===== src/rtl/adaptive_filter_pkg.sv =====
// Shared definitions for the adaptive filter datapath.
//   acc_state_t     : tap accumulator control states (encoding is fixed and
//                     shared with other blocks of the filter).
//   DEF_PROD_WIDTH  : default width of the unsigned 8x8 multiplier product.
//   DEF_NUM_TAPS    : default number of products summed per output sample.
package adaptive_filter_pkg;

    typedef enum logic [1:0] {
        IDLE  = 2'd0,   // no taps held
        ACCUM = 2'd1,   // 1..NUM_TAPS-1 taps held
        HOLD  = 2'd2    // completed sum presented downstream
    } acc_state_t;

    localparam int unsigned DEF_PROD_WIDTH = 16;
    localparam int unsigned DEF_NUM_TAPS   = 8;

endpackage


===== src/rtl/tap_product_accumulator_if.sv =====
// Product-in / sum-out handshake bundle of the tap product accumulator.
//   prod_valid/prod_data/prod_last/prod_ready : upstream product stream
//   out_valid/out_data/out_ready              : downstream sum stream
//   frame_err                                 : prod_last/tap-count mismatch pulse
// Modports:
//   master : the environment side (drives products and out_ready)
//   slave  : the accumulator side
interface tap_product_accumulator_if
    import adaptive_filter_pkg::*;
#(
    parameter int unsigned PROD_WIDTH = DEF_PROD_WIDTH,
    parameter int unsigned ACC_WIDTH  = DEF_PROD_WIDTH + $clog2(DEF_NUM_TAPS)
) ();

    logic                  prod_valid;
    logic [PROD_WIDTH-1:0] prod_data;
    logic                  prod_last;
    logic                  prod_ready;
    logic                  out_valid;
    logic [ACC_WIDTH-1:0]  out_data;
    logic                  out_ready;
    logic                  frame_err;

    modport master (
        output prod_valid, prod_data, prod_last, out_ready,
        input  prod_ready, out_valid, out_data, frame_err
    );

    modport slave (
        input  prod_valid, prod_data, prod_last, out_ready,
        output prod_ready, out_valid, out_data, frame_err
    );

endinterface


===== src/rtl/manchester_carry_chain_adder.sv =====
// Unsigned WIDTH-bit adder built from a generate/propagate carry chain.
//   a, b : addends
//   cin  : carry into bit 0
//   sum  : a + b + cin, truncated to WIDTH bits (callers size WIDTH so the
//          carry out of the top bit is never needed)
module manchester_carry_chain_adder #(
    parameter int unsigned WIDTH = 8
) (
    input  logic [WIDTH-1:0] a,
    input  logic [WIDTH-1:0] b,
    input  logic             cin,
    output logic [WIDTH-1:0] sum
);

    logic [WIDTH-1:0] gen;
    logic [WIDTH-1:0] prop;
    logic             carry;

    // Carry ripples along the chain: each stage either generates a carry,
    // passes the incoming one through (propagate), or kills it.
    always_comb begin
        gen   = a & b;
        prop  = a ^ b;
        sum   = '0;
        carry = cin;
        for (int unsigned i = 0; i < WIDTH; i++) begin
            sum[i] = prop[i] ^ carry;
            carry  = gen[i] | (prop[i] & carry);
        end
    end

endmodule


===== src/rtl/tap_product_accumulator.sv =====
// Sums NUM_TAPS unsigned tap products into one output sample.
//   clk   : rising-edge clock for all state
//   rst_n : asynchronous active-low reset
//   bus   : slave side of tap_product_accumulator_if
//           prod_valid/prod_data/prod_last in, prod_ready out
//           out_valid/out_data out, out_ready in
//           frame_err out (one-cycle pulse on prod_last/tap-count mismatch)
// The tap count alone decides where a sample ends; prod_last is only
// cross-checked and reported through frame_err.
module tap_product_accumulator
    import adaptive_filter_pkg::*;
#(
    parameter int unsigned PROD_WIDTH = DEF_PROD_WIDTH,
    parameter int unsigned NUM_TAPS   = DEF_NUM_TAPS,
    parameter int unsigned ACC_WIDTH  = PROD_WIDTH + $clog2(NUM_TAPS)
) (
    input  logic                  clk,
    input  logic                  rst_n,
    tap_product_accumulator_if.slave bus
);

    localparam int unsigned      CNT_W    = $clog2(NUM_TAPS + 1);
    localparam logic [CNT_W-1:0] LAST_TAP = CNT_W'(NUM_TAPS);

    generate
        if (NUM_TAPS < 2 || NUM_TAPS > 256) begin : g_bad_taps
            $error("tap_product_accumulator: NUM_TAPS must be within 2..256");
        end
        if (ACC_WIDTH < PROD_WIDTH + $clog2(NUM_TAPS)) begin : g_bad_acc
            $error("tap_product_accumulator: ACC_WIDTH too narrow for NUM_TAPS products");
        end
    endgenerate

    acc_state_t           state;
    acc_state_t           state_nxt;

    logic [ACC_WIDTH-1:0] acc;
    logic [ACC_WIDTH-1:0] prod_ext;
    logic [ACC_WIDTH-1:0] sum;
    logic [ACC_WIDTH-1:0] out_data_q;
    logic [CNT_W-1:0]     tap_cnt;
    logic [CNT_W-1:0]     tap_num;
    logic                 frame_err_q;

    logic                 prod_ready;
    logic                 out_valid;
    logic                 prod_xfer;
    logic                 out_xfer;
    logic                 start_tap;
    logic                 final_tap;

    // ---------------- state register ----------------
    always_ff @(posedge clk or negedge rst_n) begin
        if (!rst_n) begin
            state <= IDLE;
        end else begin
            state <= state_nxt;
        end
    end

    // ---------------- next-state logic ----------------
    always_comb begin
        state_nxt = state;
        case (state)
            IDLE: begin
                if (prod_xfer) state_nxt = ACCUM;
            end
            ACCUM: begin
                if (prod_xfer && final_tap) state_nxt = HOLD;
            end
            HOLD: begin
                // A product can only be taken in HOLD together with the
                // pending sum, and it opens the next sample.
                if (out_xfer) state_nxt = prod_xfer ? ACCUM : IDLE;
            end
            default: state_nxt = IDLE;
        endcase
    end

    // ---------------- output logic ----------------
    always_comb begin
        prod_ready = 1'b1;
        out_valid  = 1'b0;
        if (state == HOLD) begin
            prod_ready = bus.out_ready;
            out_valid  = 1'b1;
        end
    end

    assign bus.prod_ready = prod_ready;
    assign bus.out_valid  = out_valid;
    assign bus.out_data   = out_data_q;
    assign bus.frame_err  = frame_err_q;

    // ---------------- datapath ----------------
    assign prod_xfer = bus.prod_valid & prod_ready;
    assign out_xfer  = out_valid & bus.out_ready;

    // Any product accepted outside ACCUM is tap 1 of a new sample; tap 1 is
    // never the final tap because NUM_TAPS >= 2.
    assign start_tap = (state != ACCUM);
    assign tap_num   = start_tap ? CNT_W'(1) : tap_cnt + 1'b1;
    assign final_tap = !start_tap && (tap_num == LAST_TAP);
    assign prod_ext  = ACC_WIDTH'(bus.prod_data);

    manchester_carry_chain_adder #(
        .WIDTH (ACC_WIDTH)
    ) u_adder (
        .a   (acc),
        .b   (prod_ext),
        .cin (1'b0),
        .sum (sum)
    );

    always_ff @(posedge clk or negedge rst_n) begin
        if (!rst_n) begin
            acc         <= '0;
            tap_cnt     <= '0;
            out_data_q  <= '0;
            frame_err_q <= 1'b0;
        end else begin
            frame_err_q <= prod_xfer && (bus.prod_last != final_tap);
            if (prod_xfer) begin
                if (start_tap) begin
                    acc     <= prod_ext;
                    tap_cnt <= CNT_W'(1);
                end else if (final_tap) begin
                    out_data_q <= sum;
                    acc        <= '0;
                    tap_cnt    <= '0;
                end else begin
                    acc     <= sum;
                    tap_cnt <= tap_num;
                end
            end
        end
    end

endmodule


===== src/flat_wrapper.sv =====
// flat-port wrapper written by rule: the top's interface ports become plain ports
module tap_product_accumulator_flat import adaptive_filter_pkg::*;
#(
    parameter int unsigned PROD_WIDTH = DEF_PROD_WIDTH,
    parameter int unsigned NUM_TAPS   = DEF_NUM_TAPS,
    parameter int unsigned ACC_WIDTH  = PROD_WIDTH + $clog2(NUM_TAPS)
)
  (clk, rst_n, bus_prod_valid, bus_prod_data, bus_prod_last, bus_out_ready, bus_prod_ready, bus_out_valid, bus_out_data, bus_frame_err);
  tap_product_accumulator_if #(.PROD_WIDTH(PROD_WIDTH), .ACC_WIDTH(ACC_WIDTH)) bus_i ();
  input  logic clk;
  input  logic rst_n;
  input wire logic [$bits(bus_i.prod_valid)-1:0] bus_prod_valid;
  input wire logic [$bits(bus_i.prod_data)-1:0] bus_prod_data;
  input wire logic [$bits(bus_i.prod_last)-1:0] bus_prod_last;
  input wire logic [$bits(bus_i.out_ready)-1:0] bus_out_ready;
  output wire logic [$bits(bus_i.prod_ready)-1:0] bus_prod_ready;
  output wire logic [$bits(bus_i.out_valid)-1:0] bus_out_valid;
  output wire logic [$bits(bus_i.out_data)-1:0] bus_out_data;
  output wire logic [$bits(bus_i.frame_err)-1:0] bus_frame_err;
  assign bus_i.prod_valid = bus_prod_valid;
  assign bus_i.prod_data = bus_prod_data;
  assign bus_i.prod_last = bus_prod_last;
  assign bus_i.out_ready = bus_out_ready;
  assign bus_prod_ready = bus_i.prod_ready;
  assign bus_out_valid = bus_i.out_valid;
  assign bus_out_data = bus_i.out_data;
  assign bus_frame_err = bus_i.frame_err;
  tap_product_accumulator #(.PROD_WIDTH(PROD_WIDTH), .NUM_TAPS(NUM_TAPS), .ACC_WIDTH(ACC_WIDTH)) u_core (.clk(clk), .rst_n(rst_n), .bus(bus_i));
endmodule

===== config.mk =====
export PLATFORM = sky130hd
export DESIGN_NAME = tap_product_accumulator_flat
export DESIGN_NICKNAME = d
export VERILOG_FILES = /design/src/rtl/adaptive_filter_pkg.sv /design/src/rtl/tap_product_accumulator_if.sv /design/src/rtl/manchester_carry_chain_adder.sv /design/src/rtl/tap_product_accumulator.sv /design/src/flat_wrapper.sv
export SDC_FILE = /design/constraint.sdc
export NUM_CORES = 1
export LEC_CHECK = 0
export BUFFER_PORTS_ARGS = -buffer_cell sky130_fd_sc_hd__buf_2
export CAP_MARGIN = 10
export CORE_MARGIN = 5
export CORE_UTILIZATION = 61
export DETAILED_ROUTE_END_ITERATION = 6
export PLACE_DENSITY_LB_ADDON = 0.08
export SLEW_MARGIN = 20
export SYNTH_ARGS = -nofsm -noshare
export SYNTH_HDL_FRONTEND = slang
export SYNTH_HIERARCHICAL = 1
export SYNTH_SLANG_ARGS = --single-unit

===== constraint.sdc =====
create_clock -name clk -period 24.5 [get_ports clk]
set_input_delay 1.225 -clock clk [delete_from_list [all_inputs] [get_ports clk]]
set_output_delay 1.225 -clock clk [all_outputs]
set_load 0.1 [all_outputs]

==> out/results.ini, run 1 <==
[critical_path]
crit_slowest_cell=fa_1
crit_buf_inv=3
reg2reg_slack_ns=16.25
critPathKind=in2reg
cp-start-kind=input pin
worstReg2RegStart=u_core/acc[0]
critical_path_depth=23
worstSetupEndpointType=register
cpPeakStageDelay_ns=0.42
worstPathArrival_ns=9.06
cp-endpoint=u_core/bus.out_data[18]
crit_path_max_fanout=2
worstPathCellList=buf_2, inv_1, fa_1, inv_1, fa_1, fa_1, fa_1, fa_1, fa_1, fa_1, fa_1, fa_1, fa_1, fa_1, fa_1, fa_1, fa_1, fa_1, fa_1, fa_1, fa_1, xor3_1, mux2_4
path_common_cell=fa_1
worstPathRequired_ns=24.68
cp-startpoint=bus_prod_data[0]
critPathTopFamily=adder cells
reg2regPathDepth=22
rr_endpoint=u_core/bus.out_data[18]

[detailed_routing]
first_pass_iters=4
antenna_left=0
drt-wirelength-per-cell_um=16.8
wl_um=5810
routed_via_density=5.86
first_iter_violations=214
drc=0
num_vias=2027

[hold_path]
hold_class=reg2reg

[global_route]
grt_usage=0.207
met1_usage=0.287
grt_pass1_vias=2071
grt_pass1_wl_um=10100
groute.layer.met2.usage=0.324
grt-ovfl-total=0
antenna_found_initial=0
busiest_layer=met2
met3_usage=0.0428
grt_max_degree=46

[floorplanning]
dieWidth_um=77.5
core-area_um2=4380
die_h_um=77.5
io_pins=43
rows=24
fp.dieArea_um2=6000
start_util=0.634

[layout]
n_antenna_cell=0
final_cell_mix=dfrtp_1 (45), buf_2 (41), nand2_1 (41), o21ai_0 (25), mux2_4 (19)
drive_above_1_share=0.255
final_common_cell=dfrtp_1
syn2layout_area_growth_pct=9.32
final_core_util=0.693
layout.nets=333
fin_area_um2=3040

[synth]
syn_avg_cell_area_um2=10.8
ys.flop_type=dfrtp_1
synth_edf_count=0
syn_inst=258
synthesis.area_um2=2780
synth-seq-cells=45
yosysWarningCount=6
async_flop_share=1.00
synth_cell_types=41
yosysSeqAreaShare=0.405

[timing]
hold_viol=0
finalCritPeriodShare=0.362
fin_crit_ns=8.88
finClkSkew_ns=0.00289
worstMarginPinSlew_ns=1.01
grt_setup_unrepaired=false
setup_viol=0
drv_slew=0
max_clock_freq_ghz=0.113
tns_ns=0
relSlewSlack=0.329

[clock_tree]
max-clock-path-buffers=2
cts_max_level=2
post_cts_resize_count=0
cts_tree=done
clock-root-buffer=clkbuf_8
cts_hold_buf=0
clk_pin_slew_worst_paths_ns=0.08
cts_buffers=5
clk_latency_ns=0.29
cts.sinks=45
postCtsSetupBuffers=0

[run_status]
status=completed

[placed_design]
dp_hpwl_um=3860
globalplace.congestion=0.865
place_area_um2=2950
port_buffers=42

[job]
max-cap-violations=0

[layout make-up]
cell class                      instances  area, um^2
Multi-Input combinational cell        189        1520
Fill cell                             364        1350
Sequential cell                        45        1130
Timing Repair Buffer                   42         213
Clock buffer                            8        80.1
Tap cell                               52        65.1
Inverter                               10        37.5
[flip-flops by register name, indices dropped and copies added, names as in the netlist]
register / flops
u_core/acc: 19
u_core/bus.out_data: 19
u_core/tap_cnt: 4
u_core/state: 2
u_core/bus.frame_err: 1
[worst reg2reg max path, stage by stage, from the launching register on]
cell and delay (ns):
dfrtp_1 0.40, inv_1 0.09, fa_1 0.21, inv_1 0.06, fa_1 0.38, fa_1 0.40
fa_1 0.41, fa_1 0.42, fa_1 0.42, fa_1 0.42, fa_1 0.40, fa_1 0.39
fa_1 0.39, fa_1 0.39, fa_1 0.39, fa_1 0.40, fa_1 0.39, fa_1 0.40
fa_1 0.40, fa_1 0.39, fa_1 0.37, xor3_1 0.38, mux2_4 0.26
[cell families after synthesis]
kind of cell    Yosys count  synth area share
xor+xnor                  3            0.0149
other cells               1           0.00135
compound gates           64             0.149
buf+inv                  27            0.0559
flops                    45             0.405
mux                      19             0.103
simple gates             80             0.136
fa+ha+maj                19             0.134
[layer usage]
metal | wire, um | up-vias
met4 | 85 | 0
met5 | 0 | -
met3 | 315 | 6
met2 | 2790 | 54
li1 | - | 960
met1 | 2620 | 1007
[synthesized netlist by cell type, types with 4 or more instances]
master    instances  area, um^2
mux2_4           19         285
clkbuf_1          7        26.3
inv_1             9        33.8
dfrtp_1          45        1130
o22a_1           15         131
o21ai_0          25         125
nor2_1            7        26.3
nand2_1          41         154
fa_1             18         360
buf_2             4        20.0
a21oi_1          16        80.1
nor3_1           15        75.1
[worst min path at each step]
stage                                 startpoint                endpoint  slack, ns  cells after the start
after global placement            u_core/acc[18]          u_core/acc[18]       0.48                      2
after CTS                         u_core/acc[18]          u_core/acc[18]       0.51                      2
after detailed placement          u_core/acc[18]          u_core/acc[18]       0.49                      2
after global routing      u_core/bus.out_data[8]  u_core/bus.out_data[8]       0.52                      1
after floorplan                   u_core/acc[18]          u_core/acc[18]       0.46                      2
final                             u_core/acc[18]          u_core/acc[18]       0.50                      2
[through the flow]
step,cells,setup WS [ns],hold slack [ns]
finish,346,15.62,0.505
global route,346,15.46,0.524
CTS,346,15.69,0.506
detailed placement,338,15.37,0.488
global placement,338,15.50,0.479
floorplan,261,15.85,0.461
Power of run 1 is left out: the tool's default activity adds up to more than one toggle a clock period on the data nets, which glitch-free logic cannot reach.
==> run 2, diff against run 1 <==
--- a/config.mk
+++ b/config.mk
@@ -8,7 +8,7 @@
 export BUFFER_PORTS_ARGS = -buffer_cell sky130_fd_sc_hd__buf_2
 export CAP_MARGIN = 10
 export CORE_MARGIN = 5
-export CORE_UTILIZATION = 61
+export CORE_UTILIZATION = 57
 export DETAILED_ROUTE_END_ITERATION = 6
 export PLACE_DENSITY_LB_ADDON = 0.08
 export SLEW_MARGIN = 20
==> constraint.sdc (replaced) <==
create_clock -name clk -period 8.72 [get_ports clk]
set_input_delay 0.436 -clock clk [delete_from_list [all_inputs] [get_ports clk]]
set_output_delay 0.436 -clock clk [all_outputs]
set_load 0.1 [all_outputs]
==> run 2 against run 1 <==
Against the previous run:
- via count rose by 0.79%
- first-iteration DRC count fell by 35%
- cell count rose by 4.6%
- register-to-register slack got worse by 16 ns
- critical path type is now reg2reg
- clock-buffer cell count fell by 1
- worst setup slack got worse by 15 ns
- hold slack got worse by 0.38 ns
- die area rose by 6.1%
- design area rose by 2.0%
- critical path depth fell by 1
- non-clock buffer count rose by 1
- wire length rose by 5.7%
==> out/results.ini, run 2 (synthesized netlist as in run 1, its figures left out) <==
[clock_tree]
postCtsSetupBuffers=0
clk_latency_ns=0.29
cts_max_level=2
cts_tree=done
cts.sinks=45
cts_buffers=5
cts_hold_buf=0
clk_pin_slew_worst_paths_ns=0.09
clock-root-buffer=clkbuf_8
post_cts_resize_count=0
max-clock-path-buffers=2

[detailed_routing]
wl_um=6140
antenna_left=0
drt-wirelength-per-cell_um=17.0
routed_via_density=5.64
first_iter_violations=139
drc=0
num_vias=2043
first_pass_iters=4

[critical_path]
path_common_cell=fa_1
reg2reg_slack_ns=0.48
worstPathCellList=inv_1, fa_1, inv_1, fa_1, fa_1, fa_1, fa_1, fa_1, fa_1, fa_1, fa_1, fa_1, fa_1, fa_1, fa_1, fa_1, fa_1, fa_1, fa_1, fa_1, xor3_1, mux2_4
rr_endpoint=u_core/bus.out_data[18]
critPathTopFamily=adder cells
worstReg2RegStart=u_core/acc[0]
crit_path_max_fanout=3
critPathKind=reg2reg
crit_slowest_cell=dfrtp_1
worstPathRequired_ns=8.89
critical_path_depth=22
cp-startpoint=u_core/acc[0]
worstSetupEndpointType=register
cp-start-kind=register
reg2regPathDepth=22
cp-endpoint=u_core/bus.out_data[18]
cpPeakStageDelay_ns=0.41
crit_buf_inv=2
worstPathArrival_ns=8.42

[floorplanning]
die_h_um=79.8
rows=25
io_pins=43
start_util=0.588
core-area_um2=4720
fp.dieArea_um2=6370
dieWidth_um=79.8

[layout]
final_cell_mix=dfrtp_1 (45), buf_2 (41), nand2_1 (41), o21ai_0 (25), mux2_4 (19)
syn2layout_area_growth_pct=11.5
fillCellCount=376
n_antenna_cell=0
drive_above_1_share=0.261
final_common_cell=dfrtp_1
layout.nets=334

[timing]
setup_viol=0
max_clock_freq_ghz=0.121
hold_viol=0
finClkSkew_ns=0.00841
drv_slew=0
fin_ws_ns=0.479
tns_ns=0
fin_crit_ns=8.24
whs_ns=0.127
relSlewSlack=0.297
worstMarginPinSlew_ns=1.05
finalCritPeriodShare=0.945
grt_setup_unrepaired=false

[global_route]
antenna_found_initial=0
grt_max_degree=46
grt-ovfl-total=0
grt_usage=0.208
grt_pass1_vias=2056
grt_pass1_wl_um=10300

[placed_design]
port_buffers=42
dp_hpwl_um=4060
globalplace.congestion=0.839
place_ws_ns=0.395

[job]
max-cap-violations=0

[run_status]
status=completed

[hold_path]
hold_class=in2async

[run 2: layer usage]
metal	vias up	GRT usage	wire length [um]
met2	73	0.346	3000
met1	1002	0.284	2770
met5	-	0	0
met3	5	0.0406	326
li1	963	-	-
met4	0	0.0422	46
[run 2: per-stage QoR]
stage          std cells   util  cell area (um^2)
2_1_floorplan        261      -              2790
3_3_place_gp         354  0.630              2980
3_5_place_dp         354  0.630              2980
4_1_cts              362  0.655              3090
5_1_grt              362  0.656              3100
6_report             362  0.656              3100
[run 2: worst min-delay path by stage]
stage | from | to | slack, ns | cells after the start
after floorplan | rst_n | u_core/acc[0] | 0.14 | 0
after global placement | u_core/acc[18] | u_core/acc[18] | 0.48 | 2
after detailed placement | u_core/bus.out_data[0] | u_core/bus.out_data[0] | 0.49 | 1
after CTS | rst_n | u_core/bus.out_data[6] | 0.34 | 1
after global routing | rst_n | u_core/bus.out_data[6] | 0.18 | 1
final | rst_n | u_core/bus.out_data[6] | 0.13 | 1
[run 2: final cells by class]
type | count | area [um^2] | share of cell area
Clock buffer | 7 | 86.3 | 0.0279
Clock inverter | 1 | 30.0 | 0.00970
Inverter | 10 | 37.5 | 0.0121
Multi-Input combinational cell | 189 | 1510 | 0.488
Sequential cell | 45 | 1130 | 0.364
Tap cell | 67 | 83.8 | 0.0271
Timing Repair Buffer | 43 | 220 | 0.0711
Power of run 2 is left out for the same reason.
==> run 3, diff against run 2 <==
--- a/config.mk
+++ b/config.mk
@@ -5,10 +5,11 @@
 export SDC_FILE = /design/constraint.sdc
 export NUM_CORES = 1
 export LEC_CHECK = 0
+export ABC_AREA = 1
 export BUFFER_PORTS_ARGS = -buffer_cell sky130_fd_sc_hd__buf_2
 export CAP_MARGIN = 10
 export CORE_MARGIN = 5
-export CORE_UTILIZATION = 57
+export CORE_UTILIZATION = 56
 export DETAILED_ROUTE_END_ITERATION = 6
 export PLACE_DENSITY_LB_ADDON = 0.08
 export SLEW_MARGIN = 20
==> run 3 against run 2 <==
Against the previous run:
- flip-flop and latch count stayed put
- via count is 7.0% lower
- first-iteration DRC count down 23%
- die area fell by 8.4%
- register-to-register slack better by 0.44 ns
- synthesized area shrank 11%
- clock-buffer cell count unchanged
- critical path type unchanged
- sequential share of layout area is 4.1 points higher
- cell count rose by 4.4%
- global-route usage down 2.9 points
- maximum frequency rose by 5.6%
- core utilization fell by 1.3 points
==> out/results.ini, run 3 <==
[synth]
yosysSeqAreaShare=0.457
synth.area.top_cells=dfrtp_1 (46%), fa_1 (15%), nand2_1 (9.1%)
syn_avg_cell_area_um2=8.68
yosys.area_share.adder=0.151
yosysMostFrequentCell=nand2_1
synthSimpleGateAreaFrac=0.189
ys.flop_type=dfrtp_1
synth-xor-area-share=0
synth_compound_area_frac=0.116
synth_edf_count=0
synth_top_family_by_area=simple AND/OR/NAND/NOR gates
synth_top_area_frac=0.457
syn_inst=284
yosysWarningCount=6
synthMuxAreaShare=0
synth-seq-cells=45
synth_cell_types=22
synthesis.area_um2=2470
synth_top_area_cell=dfrtp_1
async_flop_share=1.00
yosys-top-cells-count=nand2_1 (60), dfrtp_1 (45), inv_1 (36), nor2_1 (36), a21oi_1 (32)

[floorplanning]
io_pins=43
rows=24
start_util=0.570
fp.dieArea_um2=5830
core-area_um2=4320
dieWidth_um=76.4
die_h_um=76.4

[power_and_ir_drop]
ir_drop_mv=0.197
p_per_area_nw_per_um2=415
p_leak_nw=1.48
total_power_w=0.00115

[global_route]
grt_pass1_vias=1916
grt_max_degree=46
antenna_found_initial=0
grt-ovfl-total=0
grt_usage=0.178
grt_pass1_wl_um=8630

[clock_tree]
clk_pin_slew_worst_paths_ns=0.08
clk_latency_ns=0.29
post_cts_resize_count=0
max-clock-path-buffers=2
cts_tree=done
cts_buffers=5
cts_hold_buf=0
cts_max_level=2
cts.sinks=45
clock-root-buffer=clkbuf_8
postCtsSetupBuffers=0

[placed_design]
dp.cells=371
dp_hpwl_um=3330
globalplace.congestion=0.769
port_buffers=42

[detailed_routing]
num_vias=1899
first_iter_violations=107
routed_via_density=5.02
first_pass_iters=5
antenna_left=0
drt-wirelength-per-cell_um=12.6
wl_um=4760
drc=0

[timing]
setup_viol=0
worstMarginPinSlew_ns=0.923
hold_viol=0
relSlewSlack=0.384
tns_ns=0
finClkSkew_ns=0.00712
drv_slew=0
fin_crit_ns=7.81
whs_ns=0.135
max_clock_freq_ghz=0.128
finalCritPeriodShare=0.895
grt_setup_unrepaired=false

[layout]
syn2layout_area_growth_pct=12.7
stdcell_count=378
layout.nets=366
fillCellCount=393
final_cell_mix=nand2_1 (60), dfrtp_1 (45), buf_2 (41), inv_1 (36), nor2_1 (36)
drive_above_1_share=0.181
final_common_cell=nand2_1
n_antenna_cell=0

[job]
max-cap-violations=0

[run_status]
status=completed

[hold_path]
hold_class=in2async

[critical_path]
critPathKind=reg2reg
worstSetupEndpointType=register
reg2regPathDepth=25
worstPathRequired_ns=8.93
reg2reg_slack_ns=0.91
worstReg2RegStart=u_core/acc[0]
rr_endpoint=u_core/acc[18]
worstPathArrival_ns=8.02
cp-start-kind=register
crit_path_max_fanout=2

run 3: cell count changes in the layout (fill, tap and decap cells not counted), moves of 19 or more:
cell     previous run  this run
o21ai_1             0        19
inv_1               9        36
nand2_1            41        60
o21ai_0            25         6
nor2_1              6        36
mux2_4             19         0
run 3: worst max path at each step:
stage                      from              to  depth (start not counted)
2_1_floorplan  bus_prod_data[0]  u_core/acc[18]                         25
3_3_place_gp   bus_prod_data[0]  u_core/acc[18]                         26
3_5_place_dp   bus_prod_data[0]  u_core/acc[18]                         26
4_1_cts           u_core/acc[0]  u_core/acc[18]                         25
5_1_grt           u_core/acc[0]  u_core/acc[18]                         25
6_report          u_core/acc[0]  u_core/acc[18]                         25
run 3: worst max-delay path, cell delays in order (launching register included):
cell and delay [ns]:
dfrtp_1 0.38, inv_1 0.09, fa_1 0.18, inv_1 0.05
fa_1 0.37, fa_1 0.40, fa_1 0.41, fa_1 0.39
fa_1 0.38, fa_1 0.38, fa_1 0.39, fa_1 0.39
fa_1 0.39, fa_1 0.40, fa_1 0.40, fa_1 0.39
fa_1 0.40, fa_1 0.39, fa_1 0.39, fa_1 0.39
fa_1 0.39, inv_1 0.06, nand3_1 0.07, nand2_1 0.06
inv_1 0.04, o21ai_0 0.15
run 3: cell type report:
type                    count  area (um^2)  share of cell area
well taps                  52         65.1              0.0234
inverters                  38          143              0.0513
clock buffers               7         86.3              0.0311
flip-flops and latches     45         1130               0.405
repair buffers             42          213              0.0765
multi-input cells         194         1150               0.413
run 3: cell families after synthesis:
kind of cell / after synthesis
AOI/OAI and AO/OA: 57
buffers and inverters: 50
adders and majority gates: 19
and+or+nand+nor: 112
other: 1
DFF: 45
run 3: power by group:
group | internal [W] | switching [W] | total [W]
Sequential | 0.000295 | 0.0000631 | 0.000358
Clock | 0.0000630 | 0.0000675 | 0.000131
Combinational | 0.000185 | 0.000481 | 0.000666
run 3: through the flow:
| stage | setup slack, ns | util | cell area (um^2) |
|---|---|---|---|
| after detailed placement | 0.770 | 0.622 | 2690 |
| after global placement | 0.910 | 0.622 | 2690 |
| after global routing | 0.537 | 0.643 | 2780 |
| after floorplan | 1.17 | - | 2480 |
| after CTS | 0.906 | 0.642 | 2780 |
| final | 0.915 | 0.643 | 2780 |
run 3: per-layer routing:
layer,GRT usage,vias to the layer above,wire length [um],share of wire
met5,0,-,0,0
met4,0.0594,0,47,0.0099
met3,0.0355,6,211,0.044
met2,0.306,35,2370,0.50
met1,0.225,907,2130,0.45
li1,-,951,-,-
(Power assumes the default switching activity.)
